### config.mk
export PLATFORM = sky130hd
export DESIGN_NAME = serial_adder_ctrl
export DESIGN_NICKNAME = d
export VERILOG_FILES = /design/src/rtl/adder_pkg.sv /design/src/rtl/fullAdder_Behavioral.sv /design/src/rtl/serial_adder_ctrl.sv
export SDC_FILE = /design/constraint.sdc
export NUM_CORES = 1
export LEC_CHECK = 0
export CORE_UTILIZATION = 50
export DETAILED_ROUTE_END_ITERATION = 10
export GPL_TIMING_DRIVEN = 0
export PLACE_DENSITY = 0.81
export SETUP_SLACK_MARGIN = 0.02
export SLEW_MARGIN = 40
export SYNTH_ARGS = -nofsm -noshare
export SYNTH_HDL_FRONTEND = slang
export SYNTH_SLANG_ARGS = --single-unit
### constraint.sdc
create_clock -name clk -period 2 [get_ports clk]
set_clock_uncertainty 0.1 [all_clocks]
set_input_delay 0.2 -clock clk [delete_from_list [all_inputs] [get_ports clk]]
set_output_delay 0.2 -clock clk [all_outputs]
set_load 0.005 [all_outputs]
### src/rtl/adder_pkg.sv
// Shared definitions for the bit-serial adder: FSM encoding and default width.
package adder_pkg;

  localparam int DEF_WIDTH = 8;

  // Encoding 2'd3 is unused and steers back to IDLE.
  typedef enum logic [1:0] {
    ST_IDLE  = 2'd0,
    ST_SHIFT = 2'd1,
    ST_DONE  = 2'd2
  } state_t;

endpackage

### src/rtl/fullAdder_Behavioral.sv
// One-bit full adder cell: the only arithmetic in the serial adder datapath.
module fullAdder_Behavioral (
  input  logic a,
  input  logic b,
  input  logic ci,
  output logic s,
  output logic co
);

  // Sum and carry of three input bits.
  always_comb begin
    {co, s} = {1'b0, a} + {1'b0, b} + {1'b0, ci};
  end

endmodule

### src/rtl/serial_adder_ctrl.sv
// Bit-serial WIDTH-bit adder: one full adder cell reused over WIDTH cycles,
// LSB first, with valid/ready handshakes on both operand and result sides.
module serial_adder_ctrl
  import adder_pkg::*;
#(
  parameter int WIDTH = DEF_WIDTH
) (
  input  logic             clk,
  input  logic             rst_n,
  input  logic             in_valid,
  output logic             in_ready,
  input  logic [WIDTH-1:0] a,
  input  logic [WIDTH-1:0] b,
  input  logic             cin,
  output logic             out_valid,
  input  logic             out_ready,
  output logic [WIDTH-1:0] sum,
  output logic             cout,
  output logic             busy
);

  localparam int CW = (WIDTH > 1) ? $clog2(WIDTH) : 1;
  localparam logic [CW-1:0] LAST = CW'(WIDTH - 1);

  state_t           r_state, w_next;
  logic [CW-1:0]    r_count;
  logic [WIDTH-1:0] r_a_sr, r_b_sr, r_sum_sr;
  logic [WIDTH-1:0] r_sum;
  logic             r_carry, r_cout;
  logic             w_s, w_c;
  logic [WIDTH-1:0] w_sum_next;
  logic             w_last;

  fullAdder_Behavioral u_fa (
    .a  (r_a_sr[0]),
    .b  (r_b_sr[0]),
    .ci (r_carry),
    .s  (w_s),
    .co (w_c)
  );

  // New sum bit enters at the MSB; a 1-bit adder has nothing to shift.
  generate
    if (WIDTH == 1) begin : g_w1
      assign w_sum_next = w_s;
    end else begin : g_wn
      assign w_sum_next = {w_s, r_sum_sr[WIDTH-1:1]};
    end
  endgenerate

  assign w_last = (r_count == LAST);
  assign sum    = r_sum;
  assign cout   = r_cout;

  // State register.
  always_ff @(posedge clk) begin
    if (!rst_n) r_state <= ST_IDLE;
    else        r_state <= w_next;
  end

  // Next state and state-decoded handshake/status outputs.
  always_comb begin
    w_next    = r_state;
    in_ready  = 1'b0;
    out_valid = 1'b0;
    busy      = 1'b0;
    case (r_state)
      ST_IDLE: begin
        in_ready = 1'b1;
        if (in_valid) w_next = ST_SHIFT;
      end
      ST_SHIFT: begin
        busy = 1'b1;
        if (w_last) w_next = ST_DONE;
      end
      ST_DONE: begin
        out_valid = 1'b1;
        if (out_ready) w_next = ST_IDLE;
      end
      default: w_next = ST_IDLE;
    endcase
  end

  // Datapath: operand load, per-bit shift, and capture of the finished result
  // into output registers so sum/cout hold across IDLE and the next SHIFT.
  always_ff @(posedge clk) begin
    if (!rst_n) begin
      r_count  <= '0;
      r_carry  <= 1'b0;
      r_a_sr   <= '0;
      r_b_sr   <= '0;
      r_sum_sr <= '0;
      r_sum    <= '0;
      r_cout   <= 1'b0;
    end else begin
      case (r_state)
        ST_IDLE: begin
          if (in_valid) begin
            r_a_sr   <= a;
            r_b_sr   <= b;
            r_carry  <= cin;
            r_count  <= '0;
            r_sum_sr <= '0;
          end
        end
        ST_SHIFT: begin
          r_carry  <= w_c;
          r_a_sr   <= r_a_sr >> 1;
          r_b_sr   <= r_b_sr >> 1;
          r_sum_sr <= w_sum_next;
          r_count  <= r_count + 1'b1;
          if (w_last) begin
            r_sum  <= w_sum_next;
            r_cout <= w_c;
          end
        end
        default: ;
      endcase
    end
  end

endmodule

==> summary.md, run 1 <==
| Metric | Value |
|---|---|
| Number of buffers added by the clock tree synthesis step | `5` |
| # port buffers | `31` |
| Number of instances in the synthesized netlist | `166` |
| Count of TritonRoute iterations in the first routing pass | `4` |
| Number of synthesis warnings | `0` |
| Flop-to-flop setup slack | `~380 ps` |
| Die boundary height | `58.91 microns` |
| Most common cell after layout, fill and taps aside | `sky130_fd_sc_hd__dfxtp_1` |
| Number of antenna violations at the first check in global routing | `0` |
| Maximum clock rate | `0.5266 GHz` |
| Synthesized net count | `190` |
| Nature of the critical path endpoint | `output port` |
| Number of ports placed on the die boundary | `33` |
| Min-Delay Path Class | `input pin to flop` |
| Post-detailed-placement cell area | `0.001984 sq mm` |
| Clock Sink Count | `38` |
| Worst Setup Slack, final | `101.0 ps` |
| Number of global-route vias before repair | `1,328` |
| Worst ir drop on vdd | `roughly 0.47 mV` |
| Final worst-path cycle share | `a little over nine tenths` |
| Fraction of layout cells with a size suffix above 1 | `15.12%` |
| Floorplan die area | `between 0.003 and 0.004 sq mm` |
| Fraction of the yosys area taken by sequential cells | `a little under half` |
| Post-synthesis average cell area | `9.753 sq um` |
| Static leakage power | `0.7454 nW` |
| Power density of the placed cells | `735.5 mW/mm^2` |
| Netlist cell types | `27` |
| # Max-Cap Violations | `0` |
| Max-slew violation total from the final report | `0` |
| Root buffer selected by CTS | `sky130_fd_sc_hd__clkbuf_4` |
| Final min period | `approximately 1900 ps` |
| Worst EP required | `1700 ps` |
| Hold path startpoint | `rst_n` |
| Global-route wire length before repair | `just under 6 mm` |
| Critical path's largest stage delay | `490 ps` |
| Row count | `20` |
| Kind of cell adding the most delay to the critical path | `buffers and inverters` |
| Area growth syn-to-layout | `27.82%` |
| Critical path buffers and inverters | `4` |
| Pre-CTS setup slack | `131.0 ps` |
| Overall via count from detail_route | `approximately 1,400` |
| H-tree Lvls | `2` |
| Worst-Margin Slew | `455.6 ps` |
| Clock tree from TritonCTS | `done` |
| Synth Register Bits | `38` |
| Number of cells in the design after placement | `241` |
| Sum of overflow across all layers after global routing | `0` |
| Ordered cell list for the critical path | `buf_6, nand2b_1, buf_2, inv_4, clkdlybuf4s50_1` |
| Post-Layout Cell Count | `between 200 and 250` |
| Initial detailed-routing violation count | `89` |
| Largest net degree at the start of global routing | `12` |
| Routability-driven placement congestion ratio | `0.7548` |
| Slowest CP cell | `sky130_fd_sc_hd__clkdlybuf4s50_1` |
| Total Wirelength | `3.604 mm` |
| Hold Slack | `111.3 ps` |
| CP Max Fanout | `9` |
| Final instance area | `0.002069 sq mm` |
| Synth Cell Area | `0.001619 sq mm` |
| Post-route ant nets | `0` |
| Reg2reg path depth | `7` |
| Outcome | `completed` |
| Most frequent cells in the layout | `sky130_fd_sc_hd__dfxtp_1, sky130_fd_sc_hd__nor2_1, sky130_fd_sc_hd__clkdlybuf4s50_1` |
| Critical path startpoint category | `flop` |
| N_diodes | `0` |
| Clock-pin transition on the worst setup and hold timing paths | `110 ps` |
| Gr usage total | `23.02%` |
| Average wire per cell in the routed design | `14.47 microns` |
| Core area | `0.003053 sq mm` |
| HPWL after DPL | `around 2.5 mm` |
| Worst Path Class, Setup | `flop to output port` |
| Max Buffers Root-to-Sink | `2` |
| Total setup violations reported at the end of the flow | `0` |
| Unrepaired setup endpoints after global routing | `false` |
| Start point of the critical path | `r_state[0]$_SDFFE_PN0P_` |
| Remaining max-slew budget at the tightest pin | `69.63%` |
| Hold Fails Final Rpt | `0` |
| Arrival time of the worst setup path | `about 1600 ps` |
| Post-cts hold buffer count | `0` |
| Critical path destination | `busy` |
| DRC violation count after routing | `0` |
| End of the worst register-to-register path | `r_sum_sr[3]$_SDFFE_PN0P_` |
| Initial core utilization | `between 50 and 60%` |
| Drt via density | `5.502` |
| Worst-skew pair later-pin latency | `approximately 350 ps` |
| Cell depth of the worst min-delay path | `2` |
| Sum of negative setup slack | `0 ps` |
| Die Width | `58.91 microns` |
| Startpoint of the worst-slack reg-to-reg timing path | `r_state[1]$_SDFFE_PN0P_` |
| Number of nets in the finished design | `228` |
| Logic depth of the worst setup path including buffers | `5` |
[Yosys cell counts]
library cell | n | area, sq um
sky130_fd_sc_hd__nand2_1 | 10 | 37.54
sky130_fd_sc_hd__o21bai_1 | 1 | 7.510
sky130_fd_sc_hd__nand3b_1 | 1 | 7.510
sky130_fd_sc_hd__nor2b_1 | 12 | 75.07
sky130_fd_sc_hd__fa_1 | 1 | 20.02
sky130_fd_sc_hd__buf_6 | 2 | 22.52
sky130_fd_sc_hd__ha_1 | 2 | 25.02
sky130_fd_sc_hd__nand3_1 | 9 | 45.04
sky130_fd_sc_hd__o221ai_2 | 10 | 150.1
sky130_fd_sc_hd__buf_12 | 1 | 20.02
sky130_fd_sc_hd__nor3b_1 | 2 | 15.01
sky130_fd_sc_hd__a21boi_0 | 10 | 75.07
sky130_fd_sc_hd__inv_1 | 1 | 3.750
sky130_fd_sc_hd__o221ai_1 | 5 | 43.79
sky130_fd_sc_hd__clkbuf_2 | 1 | 5.000
sky130_fd_sc_hd__o211a_1 | 1 | 10.01
sky130_fd_sc_hd__buf_2 | 5 | 25.02
sky130_fd_sc_hd__mux2i_1 | 1 | 10.01
sky130_fd_sc_hd__nor2_1 | 31 | 116.4
sky130_fd_sc_hd__nand2b_1 | 2 | 12.51
sky130_fd_sc_hd__dfxtp_1 | 38 | 760.7
sky130_fd_sc_hd__or3b_1 | 1 | 8.760
sky130_fd_sc_hd__a22oi_1 | 11 | 82.58
sky130_fd_sc_hd__buf_4 | 1 | 7.510
sky130_fd_sc_hd__o21ba_2 | 1 | 10.01
sky130_fd_sc_hd__inv_2 | 1 | 3.750
sky130_fd_sc_hd__clkbuf_1 | 5 | 18.77
[worst min-delay path by stage]
stage	end	slack (ps)
final	r_count[0]$_SDFFE_PN0P_	110
after global routing	r_count[0]$_SDFFE_PN0P_	130
after CTS	r_count[0]$_SDFFE_PN0P_	110
after detailed placement	sum[7]$_SDFFE_PN0P_	360
after global placement	r_b_sr[2]$_SDFFE_PN0P_	350
after floorplan	r_a_sr[1]$_SDFFE_PN0P_	280
[through the flow]
stage / utilization [%] / power [W]
2_1_floorplan: - / 0.0009632
3_3_place_gp: 65.00 / 0.001034
3_5_place_dp: 65.00 / 0.001046
4_1_cts: 67.79 / 0.001530
5_1_grt: 67.79 / 0.001570
6_report: 67.79 / 0.001522
[layout make-up]
| cell class | instances | area (sq um) |
|---|---|---|
| Buffer | 14 | 93.84 |
| Timing Repair Buffer | 32 | 317.8 |
| Clock buffer | 8 | 78.83 |
| Inverter | 2 | 10.01 |
| Multi-Input combinational cell | 111 | 752.0 |
| Fill cell | 262 | 983.4 |
| Sequential cell | 38 | 762.0 |
| Tap cell | 44 | 55.05 |
[power by group]
part	switching (W)	internal, W
sequential	0.0000259	0.000793
combinational	0.000102	0.000112
clock	0.000248	0.000240
total	0.000376	0.00115
[cells by family (layout without fill, tap and decap cells)]
family	count (synthesis)	after routing	share of synthesized area [%]
flip-flops	38	38	46.99
AND/OR/NAND/NOR	68	68	19.63
AO/OA/AOI/OAI	39	39	23.42
multiplexers	1	1	0.6183
buffers and inverters	17	56	6.568
adder cells (fa/ha/maj)	3	3	2.782
[timing repair]
item,4_1_cts,5_1_grt
buffers inserted,1,0
setup endpoints to repair,1,1
gates resized for setup,2,1
pin swaps,0,0
[metal layers]
| layer | track usage (%) | part of all wire (%) |
|---|---|---|
| met1 | 28.55 | 43 |
| met2 | 36.69 | 50 |
| met3 | 6.374 | 4.6 |
| met4 | 11.56 | 2.3 |
| met5 | 0 | 0 |
[state kept, by name, indices dropped and copies added (netlist names)]
register	count
cout	1
r_a_sr	8
r_b_sr	8
r_carry	1
r_count	3
r_state	2
r_sum_sr	7
sum	8
[worst register-to-register path: stages (launching register included)]
cell	delay, ps
sky130_fd_sc_hd__dfxtp_2	410
sky130_fd_sc_hd__nand2b_1	120
sky130_fd_sc_hd__buf_2	190
sky130_fd_sc_hd__inv_4	50
sky130_fd_sc_hd__buf_4	170
sky130_fd_sc_hd__buf_2	190
sky130_fd_sc_hd__a22oi_1	220
sky130_fd_sc_hd__nor2b_1	70
No activity file was read; power rests on OpenSTA's default activity.
==> run 2, diff against run 1 <==
- ABC_CLOCK_PERIOD_IN_PS: not set -> 2000
==> results of run 2 <==
The final DEF is identical to that of run 1; final timing and power are the same.
